[config.mk]
export PLATFORM = sky130hd
export DESIGN_NAME = amo_rmw_unit
export DESIGN_NICKNAME = d
export VERILOG_FILES = /design/src/rtl/riscv_types_pkg.sv /design/src/rtl/amo_rmw_alu.sv /design/src/rtl/amo_rmw_unit.sv
export SDC_FILE = /design/constraint.sdc
export NUM_CORES = 1
export LEC_CHECK = 0
export ABC_CLOCK_PERIOD_IN_PS = 4640
export CORE_MARGIN = 4
export CORE_UTILIZATION = 30
export DETAILED_ROUTE_END_ITERATION = 7
export SYNTH_ARGS = -nofsm -noshare
export SYNTH_HDL_FRONTEND = slang
export SYNTH_HIERARCHICAL = 1
export SYNTH_SLANG_ARGS = --single-unit
[constraint.sdc]
create_clock -name clk -period 4.64 [get_ports clk]
set_input_delay 0.928 -clock clk [delete_from_list [all_inputs] [get_ports clk]]
set_output_delay 0.928 -clock clk [all_outputs]
set_load 0.1 [all_outputs]
[src/rtl/riscv_types_pkg.sv]
// RV32A atomic operation encodings shared by the load/store path.
package riscv_types;

  // AMO funct5 field; only these values are executed, anything else is a failing no-op.
  typedef enum logic [4:0] {
    AmoAdd  = 5'b00000,
    AmoSwap = 5'b00001,
    AmoLr   = 5'b00010,
    AmoSc   = 5'b00011,
    AmoXor  = 5'b00100,
    AmoOr   = 5'b01000,
    AmoAnd  = 5'b01100,
    AmoMin  = 5'b10000,
    AmoMax  = 5'b10100,
    AmoMinu = 5'b11000,
    AmoMaxu = 5'b11100
  } amo_t;

  // True for the read-modify-write flavours (everything except LR, SC and unknown codes).
  function automatic logic amo_is_rmw(logic [4:0] fn5);
    logic rmw;
    rmw = 1'b0;
    case (amo_t'(fn5))
      AmoAdd, AmoSwap, AmoXor, AmoOr, AmoAnd,
      AmoMin, AmoMax, AmoMinu, AmoMaxu: rmw = 1'b1;
      default:                          rmw = 1'b0;
    endcase
    return rmw;
  endfunction

endpackage

[src/rtl/amo_rmw_alu.sv]
// Combinational modify step of an AMO: new = f(old memory value, rs2).
module amo_rmw_alu
  import riscv_types::*;
#(
  parameter int unsigned WIDTH = 32
) (
  input  logic [4:0]       op_i,
  input  logic [WIDTH-1:0] a_i,      // old memory value
  input  logic [WIDTH-1:0] b_i,      // rs2
  output logic [WIDTH-1:0] result_o
);

  logic lt_s;
  logic lt_u;

  assign lt_s = $signed(a_i) < $signed(b_i);
  assign lt_u = a_i < b_i;

  // Select the modify function; equal operands fall through to b, which equals a.
  always_comb begin
    result_o = b_i;
    case (amo_t'(op_i))
      AmoAdd:  result_o = a_i + b_i;
      AmoSwap: result_o = b_i;
      AmoXor:  result_o = a_i ^ b_i;
      AmoOr:   result_o = a_i | b_i;
      AmoAnd:  result_o = a_i & b_i;
      AmoMin:  result_o = lt_s ? a_i : b_i;
      AmoMax:  result_o = lt_s ? b_i : a_i;
      AmoMinu: result_o = lt_u ? a_i : b_i;
      AmoMaxu: result_o = lt_u ? b_i : a_i;
      default: result_o = b_i;
    endcase
  end

endmodule

[src/rtl/amo_rmw_unit.sv]
// Sequential RV32A engine: one AMO/LR/SC at a time, with a per-port LR/SC reservation.
module amo_rmw_unit
  import riscv_types::*;
#(
  parameter int unsigned WIDTH        = 32,
  parameter int unsigned ADDR_W       = 32,
  parameter int unsigned NUM_PORTS    = 2,
  parameter int unsigned GRANULE_BITS = 2,
  localparam int unsigned PortW       = (NUM_PORTS > 1) ? $clog2(NUM_PORTS) : 1
) (
  input  logic              clk,
  input  logic              rst_n,
  input  logic              req_valid,
  output logic              req_ready,
  input  logic [PortW-1:0]  req_port,
  input  logic [4:0]        req_op,
  input  logic [ADDR_W-1:0] req_addr,
  input  logic [WIDTH-1:0]  req_data,
  output logic              mem_rd_valid,
  input  logic              mem_rd_ready,
  output logic [ADDR_W-1:0] mem_rd_addr,
  input  logic              mem_rd_data_valid,
  input  logic [WIDTH-1:0]  mem_rd_data,
  output logic              mem_wr_valid,
  input  logic              mem_wr_ready,
  output logic [ADDR_W-1:0] mem_wr_addr,
  output logic [WIDTH-1:0]  mem_wr_data,
  output logic              rsp_valid,
  input  logic              rsp_ready,
  output logic [PortW-1:0]  rsp_port,
  output logic [WIDTH-1:0]  rsp_data,
  input  logic              snoop_valid,
  input  logic [ADDR_W-1:0] snoop_addr
);

  localparam int unsigned TagW = ADDR_W - GRANULE_BITS;

  typedef enum logic [2:0] {StIdle, StRdReq, StRdWait, StWrReq, StRsp} state_e;

  state_e            state_q, state_d;
  logic [4:0]        op_q, op_d;
  logic [PortW-1:0]  port_q, port_d;
  logic [ADDR_W-1:0] addr_q, addr_d;
  logic [WIDTH-1:0]  data_q, data_d;
  logic [WIDTH-1:0]  wr_data_q, wr_data_d;
  logic [WIDTH-1:0]  rsp_data_q, rsp_data_d;
  logic [NUM_PORTS-1:0] res_valid_q, res_valid_d;
  logic [TagW-1:0]   res_tag_q [NUM_PORTS];
  logic [TagW-1:0]   res_tag_d [NUM_PORTS];

  logic [TagW-1:0]   req_tag;
  logic [TagW-1:0]   addr_tag;
  logic [TagW-1:0]   snoop_tag;
  logic              req_match;
  logic [WIDTH-1:0]  alu_result;

  assign req_tag   = req_addr[ADDR_W-1:GRANULE_BITS];
  assign addr_tag  = addr_q[ADDR_W-1:GRANULE_BITS];
  assign snoop_tag = snoop_addr[ADDR_W-1:GRANULE_BITS];
  assign req_match = res_valid_q[req_port] && (res_tag_q[req_port] == req_tag);

  amo_rmw_alu #(
    .WIDTH (WIDTH)
  ) u_alu (
    .op_i     (op_q),
    .a_i      (mem_rd_data),
    .b_i      (data_q),
    .result_o (alu_result)
  );

  // Sequencing, operand capture and reservation bookkeeping.
  always_comb begin
    state_d     = state_q;
    op_d        = op_q;
    port_d      = port_q;
    addr_d      = addr_q;
    data_d      = data_q;
    wr_data_d   = wr_data_q;
    rsp_data_d  = rsp_data_q;
    res_valid_d = res_valid_q;
    res_tag_d   = res_tag_q;

    unique case (state_q)
      StIdle: begin
        if (req_valid) begin
          op_d   = req_op;
          port_d = req_port;
          addr_d = req_addr;
          data_d = req_data;
          if (req_op == AmoLr) begin
            state_d = StRdReq;
          end else if (req_op == AmoSc) begin
            // SC always consumes its own reservation, pass or fail.
            res_valid_d[req_port] = 1'b0;
            if (req_match) begin
              wr_data_d  = req_data;
              rsp_data_d = '0;
              state_d    = StWrReq;
            end else begin
              rsp_data_d = WIDTH'(1);
              state_d    = StRsp;
            end
          end else if (amo_is_rmw(req_op)) begin
            state_d = StRdReq;
          end else begin
            rsp_data_d = '0;
            state_d    = StRsp;
          end
        end
      end
      StRdReq: begin
        if (mem_rd_ready) state_d = StRdWait;
      end
      StRdWait: begin
        if (mem_rd_data_valid) begin
          rsp_data_d = mem_rd_data;
          if (op_q == AmoLr) begin
            res_valid_d[port_q] = 1'b1;
            res_tag_d[port_q]   = addr_tag;
            state_d             = StRsp;
          end else begin
            wr_data_d = alu_result;
            state_d   = StWrReq;
          end
        end
      end
      StWrReq: begin
        if (mem_wr_ready) begin
          for (int i = 0; i < NUM_PORTS; i++) begin
            if (res_tag_d[i] == addr_tag) res_valid_d[i] = 1'b0;
          end
          state_d = StRsp;
        end
      end
      StRsp: begin
        if (rsp_ready) state_d = StIdle;
      end
      default: state_d = StIdle;
    endcase

    // Snoop is applied last so it beats an LR setting the same granule this cycle.
    if (snoop_valid) begin
      for (int i = 0; i < NUM_PORTS; i++) begin
        if (res_tag_d[i] == snoop_tag) res_valid_d[i] = 1'b0;
      end
    end
  end

  // State and captured-operand registers; reset clears all payload and reservations.
  always_ff @(posedge clk or negedge rst_n) begin
    if (!rst_n) begin
      state_q     <= StIdle;
      op_q        <= '0;
      port_q      <= '0;
      addr_q      <= '0;
      data_q      <= '0;
      wr_data_q   <= '0;
      rsp_data_q  <= '0;
      res_valid_q <= '0;
      for (int i = 0; i < NUM_PORTS; i++) res_tag_q[i] <= '0;
    end else begin
      state_q     <= state_d;
      op_q        <= op_d;
      port_q      <= port_d;
      addr_q      <= addr_d;
      data_q      <= data_d;
      wr_data_q   <= wr_data_d;
      rsp_data_q  <= rsp_data_d;
      res_valid_q <= res_valid_d;
      res_tag_q   <= res_tag_d;
    end
  end

  // Handshake outputs are pure state decodes; payloads come straight from registers.
  assign req_ready    = (state_q == StIdle);
  assign mem_rd_valid = (state_q == StRdReq);
  assign mem_wr_valid = (state_q == StWrReq);
  assign rsp_valid    = (state_q == StRsp);
  assign mem_rd_addr  = addr_q;
  assign mem_wr_addr  = addr_q;
  assign mem_wr_data  = wr_data_q;
  assign rsp_port     = port_q;
  assign rsp_data     = rsp_data_q;

endmodule

==> metrics.yaml, run 1 <==
yosys:
  syn_avg_cell_area_um2: 7.99
  synth_cell_types: 82
  yosys_warnings: 6
  netlist_area_um2: 16100
  synth-seq-cells: 199
  yosysMostFrequentCell: "nand2_1"
  synthFlopType: "dfrtp_1"
  synthCells: 2009
  synth_edf_count: 0
  netlist.top_cell.by_area: "dfrtp_1"
  ys_top_cells_by_count: "nand2_1 (477), dfrtp_1 (199), inv_1 (114), o21ai_0 (105), clkbuf_1 (103)"
  yosysSeqAreaShare_pct: 31.0
  yosysTopAreaCellShare_pct: 31.0
  yosys-top-cells-area: "dfrtp_1 (31%), nand2_1 (11%), ha_1 (7.5%), xnor2_1 (4.7%), mux2_2 (4.3%)"
  ys_async_sr_fraction_pct: 100
  syn_nets: 2248
worst_setup_path:
  r2r-start: "data_q[11]"
  worstPathRequired_ns: 5.04
  r2r_setup_slack_ns: 0.55
  arrival_ns: 4.99
  critPathKind: "input port to flop"
  start_kind: "input port"
  endpoint_kind: "flop"
  reg2reg_to: "data_q[27]"
  reg2reg_depth: 15
  path_max_fanout: 6
global_route:
  grtUsageTotal_pct: 22.6
  antenna_found_initial: 0
  grt_pass1_wl_mm: 98.6
  grt_pass1_vias: 16100
  grt_max_degree: 91
  grt-ovfl-total: 0
floorplan:
  ios: 275
  coreArea_um2: 52800
  start_util_pct: 30.4
  die_w_um: 239
  fp.dieArea_um2: 57300
  rows: 84
  dieHeight_um: 239
drt:
  vias: 15700
  firstDrtPassIters: 5
  drc: 0
  ant_nets: 0
  wl_per_cell_um: 21.9
  routed_wl_mm: 65.5
  drtIter0Drc: 998
  viasPerCell: 5.24
place:
  dp_hpwl_mm: 50.5
  io_buffers: 272
  place.gp.congestion: 0.991
  dp.cells: 2961
clocking:
  path_clk_slew_ns: 0.08
  cts_tree: "done"
  clock-sinks: 199
  htreeDepth: 4
  cts_root_buf: "clkbuf_16"
  numCtsBuffers: 17
  cts_buffer_depth: 2
  cts_setup_buffers: 0
  worstSkewPairLatency_ns: 0.51
power:
  p_leak_nw: 9.50
  power_density_nw_per_um2: 779
  vdd_drop_max_mv: 0.601
sta:
  whs_ns: 0.488
  tightest_slew_ns: 1.05
  fin_skew_ns: 0.0165
  layout_min_cycle_time_ns: 4.58
  period_share_pct: 98.7
  hold_violations: 0
  final-setup-viol-count: 0
  slew-limit-headroom_pct: 29.9
  rsz0062_at_grt: "true"
  maxSlewViolCount: 0
  fmax_mhz: 218
  fin_setup_tns_ns: 0
flow_run:
  maxCapViolCount: 0
final_layout:
  num-nets-final: 2531
  drive_gt1_share_pct: 12.3
  fin_cells: 2993
  diodes: 0
  n_fill_cell: 5442
  area_growth_pct: 29.4
worst_hold_path:
  min_path_type: "input port to asynchronous set/reset pin"
outcome:
  outcome: "complete, no violations"
-- power by group --
group	internal [W]	switching, W
registers	0.00235	0.000972
clock network	0.000772	0.000841
logic	0.00354	0.00772
total	0.00666	0.00953
-- layout make-up --
class	count	area (um2)	area share, %
multi-input cells	1537	9970	48.0
inverters	114	428	2.06
well taps	688	861	4.14
repair buffers	423	3940	19.0
clock inverters	15	180	0.867
clock buffers	17	425	2.05
flip-flops and latches	199	4980	24.0
-- routing by layer --
layer,vias to the layer above,track usage [%],wire length (um)
li1,7430,-,-
met1,7681,27.6,27300
met2,486,40.2,33000
met3,101,3.43,2850
met4,0,8.74,2340
met5,-,0,0
-- repair_timing --
item	in CTS	in global routing
hold buffers	0	0
setup endpoints to repair	0	25
resized for setup	0	14
-- cells by family after synthesis --
kind of cell / share of synthesized area, %
AND/OR/NAND/NOR: 21.0
AO/OA/AOI/OAI: 17.2
buffers and inverters: 7.64
flip-flops: 31.0
XOR/XNOR: 8.78
multiplexers: 6.71
adder cells (fa/ha/maj): 7.60
-- worst max-delay path: stages --
cell and delay (ns):
clkdlybuf4s50_1 0.50, inv_1 0.05, ha_1 0.35, or4_4 0.59, a211oi_4 0.21, o311ai_2 0.15
a211oi_4 0.37, o31ai_2 0.15, and3b_2 0.27, o21a_2 0.25, buf_12 0.15, a2111oi_0 0.50
a211oi_1 0.10, nand2_1 0.08, nand2_1 0.07, mux2_2 0.26
-- through the flow --
stage,util [%],worst slack (ns),power [W],cell area [um2]
floorplan,-,0.291,0.0111,16100
global placement,38.1,-0.369,0.0144,20100
detailed placement,38.1,-0.503,0.0145,20100
CTS,39.3,0.0272,0.0162,20700
global route,39.4,-0.0103,0.0171,20800
finish,39.4,0.0582,0.0162,20800
-- how the worst max path moves through the flow --
stage / startpoint / cells past startpoint / end / slack, ns
after detailed placement: mem_rd_data[11] / 16 / mem_wr_data[22] / -0.50
after global placement: mem_rd_data[11] / 16 / mem_wr_data[22] / -0.37
after floorplan: mem_rd_data[11] / 18 / data_q[26] / 0.29
after CTS: mem_rd_data[11] / 16 / mem_wr_data[22] / 0.03
final: mem_rd_data[11] / 16 / data_q[27] / 0.06
after global routing: mem_rd_data[11] / 16 / data_q[27] / -0.01
-- cell usage in the layout, fill, tap and decap left out, types with 17 or more instances in the layout --
cell and count:
nand2_1 475, nand4_1 29, ha_1 96, o21ai_0 105
nand3_1 34, nor2b_1 18, nor3_1 24, nor4_1 30
a211oi_1 33, clkbuf_16 17, mux2_2 62, nor2_1 82
clkdlybuf4s50_1 270, xor2_1 75, xnor2_1 86, dfrtp_1 199
o211ai_1 21, inv_1 114, buf_4 144, mux2i_1 38
a21oi_1 89
-- sequential cells by signal, summed over array words and instances, names as in the netlist --
register and flops:
res_tag_q 60, op_q 5, rsp_data 32, data_q 32, state_q 3, mem_rd_addr 32, res_valid_q 2, mem_wr_data 32
rsp_port 1
Note: power is estimated with default switching activity, not from simulation.
==> inputs of run 2 (changes only) <==
--- a/config.mk
+++ b/config.mk
@@ -5,10 +5,12 @@
 export SDC_FILE = /design/constraint.sdc
 export NUM_CORES = 1
 export LEC_CHECK = 0
+export ABC_AREA = 1
 export ABC_CLOCK_PERIOD_IN_PS = 4640
 export CORE_MARGIN = 4
 export CORE_UTILIZATION = 30
 export DETAILED_ROUTE_END_ITERATION = 7
+export SLEW_MARGIN = 40
 export SYNTH_ARGS = -nofsm -noshare
 export SYNTH_HDL_FRONTEND = slang
 export SYNTH_HIERARCHICAL = 1
==> run 2 against run 1 <==
Compared with the run above: core utilization decreased by 3.1 points; register-to-register slack improved by 0.57 ns; design area is 8.1% higher; global-route usage is 0.68 points higher; fmax increased by 15%; via count rose by 37%; die area is 17% higher; first-iteration DRC count grew 93%; power is 4.6% higher; synthesized cell count rose by 54%; final cell count increased by 39%.
==> metrics.yaml, run 2 <==
outcome:
  outcome: "complete, no violations"
drt:
  vias: 21400
  ant_nets: 0
  wl_per_cell_um: 19.3
  viasPerCell: 5.16
  drtIter0Drc: 1927
  routed_wl_mm: 80.3
  firstDrtPassIters: 6
  drc: 0
worst_setup_path:
  endpoint_kind: "flop"
  max_stage_delay_ns: 0.65
  reg2reg_depth: 23
  path_depth: 21
  path_max_fanout: 19
  path_delay_family: "buffers and inverters"
  crit_chain: "clkdlybuf4s50_1, inv_1, ha_1, inv_1, a21o_1, a21oi_1, nand2_1, a21oi_4, buf_4, nand3_1, nand2_1, nand2_1, nand2_1, nor2_1, nand3_1, nand2_1, inv_1, nand2_1, nand2_1, nand3_1, nand2_1"
  critPathKind: "input port to flop"
  critPathBufInv: 5
  arrival_ns: 4.43
  worstPathRequired_ns: 5.09
  timing.critical_path.mode_cell: "nand2_1"
  critPathSlowestCell: "clkdlybuf4s50_1"
  start_kind: "input port"
floorplan:
  die_w_um: 258
  coreArea_um2: 61900
  fp.dieArea_um2: 66800
  ios: 275
  dieHeight_um: 258
  rows: 91
  start_util_pct: 30.4
flow_run:
  maxCapViolCount: 0
clocking:
  cts_hold_buf: 0
  worstSkewPairLatency_ns: 0.52
  cts_tree: "done"
  path_clk_slew_ns: 0.09
  cts_buffer_depth: 2
  cts_setup_buffers: 0
  cts_root_buf: "clkbuf_16"
  htreeDepth: 4
  clock-sinks: 199
  numCtsBuffers: 17
  cts_resized: 0
final_layout:
  drive_gt1_share_pct: 10.0
  largest_reg_flops: 60
  final_cell_mix: "nand2_1 (1,121), nand3_1 (389), inv_1 (312), nor2_1 (276), dfrtp_1 (199)"
  n_fill_cell: 6834
  final_area_um2: 22500
  fin_cells: 4153
  final_common_cell: "nand2_1"
  top_register: "res_tag_q"
  num-nets-final: 3539
  area_growth_pct: 19.4
power:
  power_density_nw_per_um2: 754
  p_leak_nw: 11.8
  vdd_drop_max_mv: 0.534
worst_hold_path:
  min_path_type: "input port to asynchronous set/reset pin"
sta:
  rsz0062_at_grt: "false"
  slew-limit-headroom_pct: 44.7
  fin_setup_tns_ns: 0
  period_share_pct: 85.8
  hold_violations: 0
  maxSlewViolCount: 0
  tightest_slew_ns: 0.828
  fin_skew_ns: 0.0264
  layout_min_cycle_time_ns: 3.98
  final-setup-viol-count: 0
  fmax_mhz: 251
yosys:
  yosys-top-cells-area: "dfrtp_1 (26%), nand2_1 (22%), nand3_1 (10%), ha_1 (6.4%), inv_1 (6.2%)"
  netlist_area_um2: 18800
  netlist.top_cell.by_area: "dfrtp_1"
  synth_cell_types: 50
  yosysMostFrequentCell: "nand2_1"
  yosys_warnings: 6
  ys_async_sr_fraction_pct: 100
  synthCells: 3086
  yosysTopAreaCellShare_pct: 26.5
  synthFlopType: "dfrtp_1"
  syn_nets: 3325
  synth_edf_count: 0
  yosysSeqAreaShare_pct: 26.5
  synth-seq-cells: 199
  syn_avg_cell_area_um2: 6.10
  ys_top_cells_by_count: "nand2_1 (1,124), nand3_1 (390), inv_1 (312), nor2_1 (278), dfrtp_1 (199)"
place:
  placed_area_um2: 21800
  place.gp.congestion: 0.991
  dp.cells: 4118
  dp_hpwl_mm: 62.1
  io_buffers: 272
global_route:
  antenna_found_initial: 4
  grt-ovfl-total: 0
  grt_max_degree: 109
  grtUsageTotal_pct: 23.3
  grt_pass1_wl_mm: 120
  grt_pass1_vias: 19600
[run 2: changes by cell type after synthesis, moves of 42 or more]
cell	delta
o21ai_0	+42
inv_1	+198
xor2_1	-60
nand4_1	+60
nor2_1	+195
nand3_1	+356
xnor2_1	-81
nand2_1	+647
[run 2: logic make-up (layout without fill, tap and decap cells)]
family                     count (synthesis)  count (layout)  share of synthesized area (%)
AOI/OAI and AO/OA                        300             300                           9.13
and+or+nand+nor                         1958            1958                           44.0
muxes                                     30              30                           1.80
adders and majority gates                 97              97                           6.49
other                                      0               3                              0
xor gates and xnor gates                  20              20                          0.931
buffers and inverters                    482             709                           11.2
DFF                                      199             199                           26.5
[run 2: routing by layer]
layer | vias to the layer above | GRT usage [%] | wire length, um
met3 | 161 | 5.12 | 6700
met4 | 6 | 8.98 | 3140
met1 | 9958 | 31.0 | 34600
met5 | - | 0 | 41
li1 | 10400 | - | -
met2 | 932 | 36.9 | 35800
[run 2: path summary, 6_finish.rpt]
path | endpoint | slack (ns) | startpoint
min in group clk | mem_wr_data[19] | 0.47 | mem_wr_data[19]
min reg2reg | mem_wr_data[19] | 0.47 | mem_wr_data[19]
max | mem_wr_data[4] | 0.66 | mem_rd_data[23]
min | data_q[20] | 0.30 | rst_n
max reg2reg | mem_wr_data[28] | 1.12 | data_q[9]
max in group asynchronous | mem_rd_addr[0] | 3.32 | rst_n
[run 2: cell type report]
type                            count  area (um2)  area share [%]
Multi-Input combinational cell   2405       11800            52.5
Sequential cell                   199        4980            22.2
Timing Repair Buffer              359        2820            12.5
Inverter                          318        1190            5.31
Tap cell                          837        1050            4.66
Clock buffer                       18         439            1.96
Clock inverter                     14         183           0.813
Antenna cell                        3        7.51          0.0334
[run 2: power breakdown]
part           internal [W]  switching [W]
Sequential          0.00232       0.000855
Clock              0.000756       0.000891
Combinational       0.00288        0.00922
Total               0.00596         0.0110
[run 2: through the flow]
step           total power, W  util [%]  setup WS [ns]  hold slack [ns]
2_1_floorplan          0.0121         -           1.09            0.475
3_3_place_gp           0.0156      36.3          0.198            0.456
3_5_place_dp           0.0152      35.2          0.175            0.454
4_1_cts                0.0169      36.3          0.705            0.315
5_1_grt                0.0180      36.3          0.385            0.329
6_report               0.0169      36.3          0.659            0.302
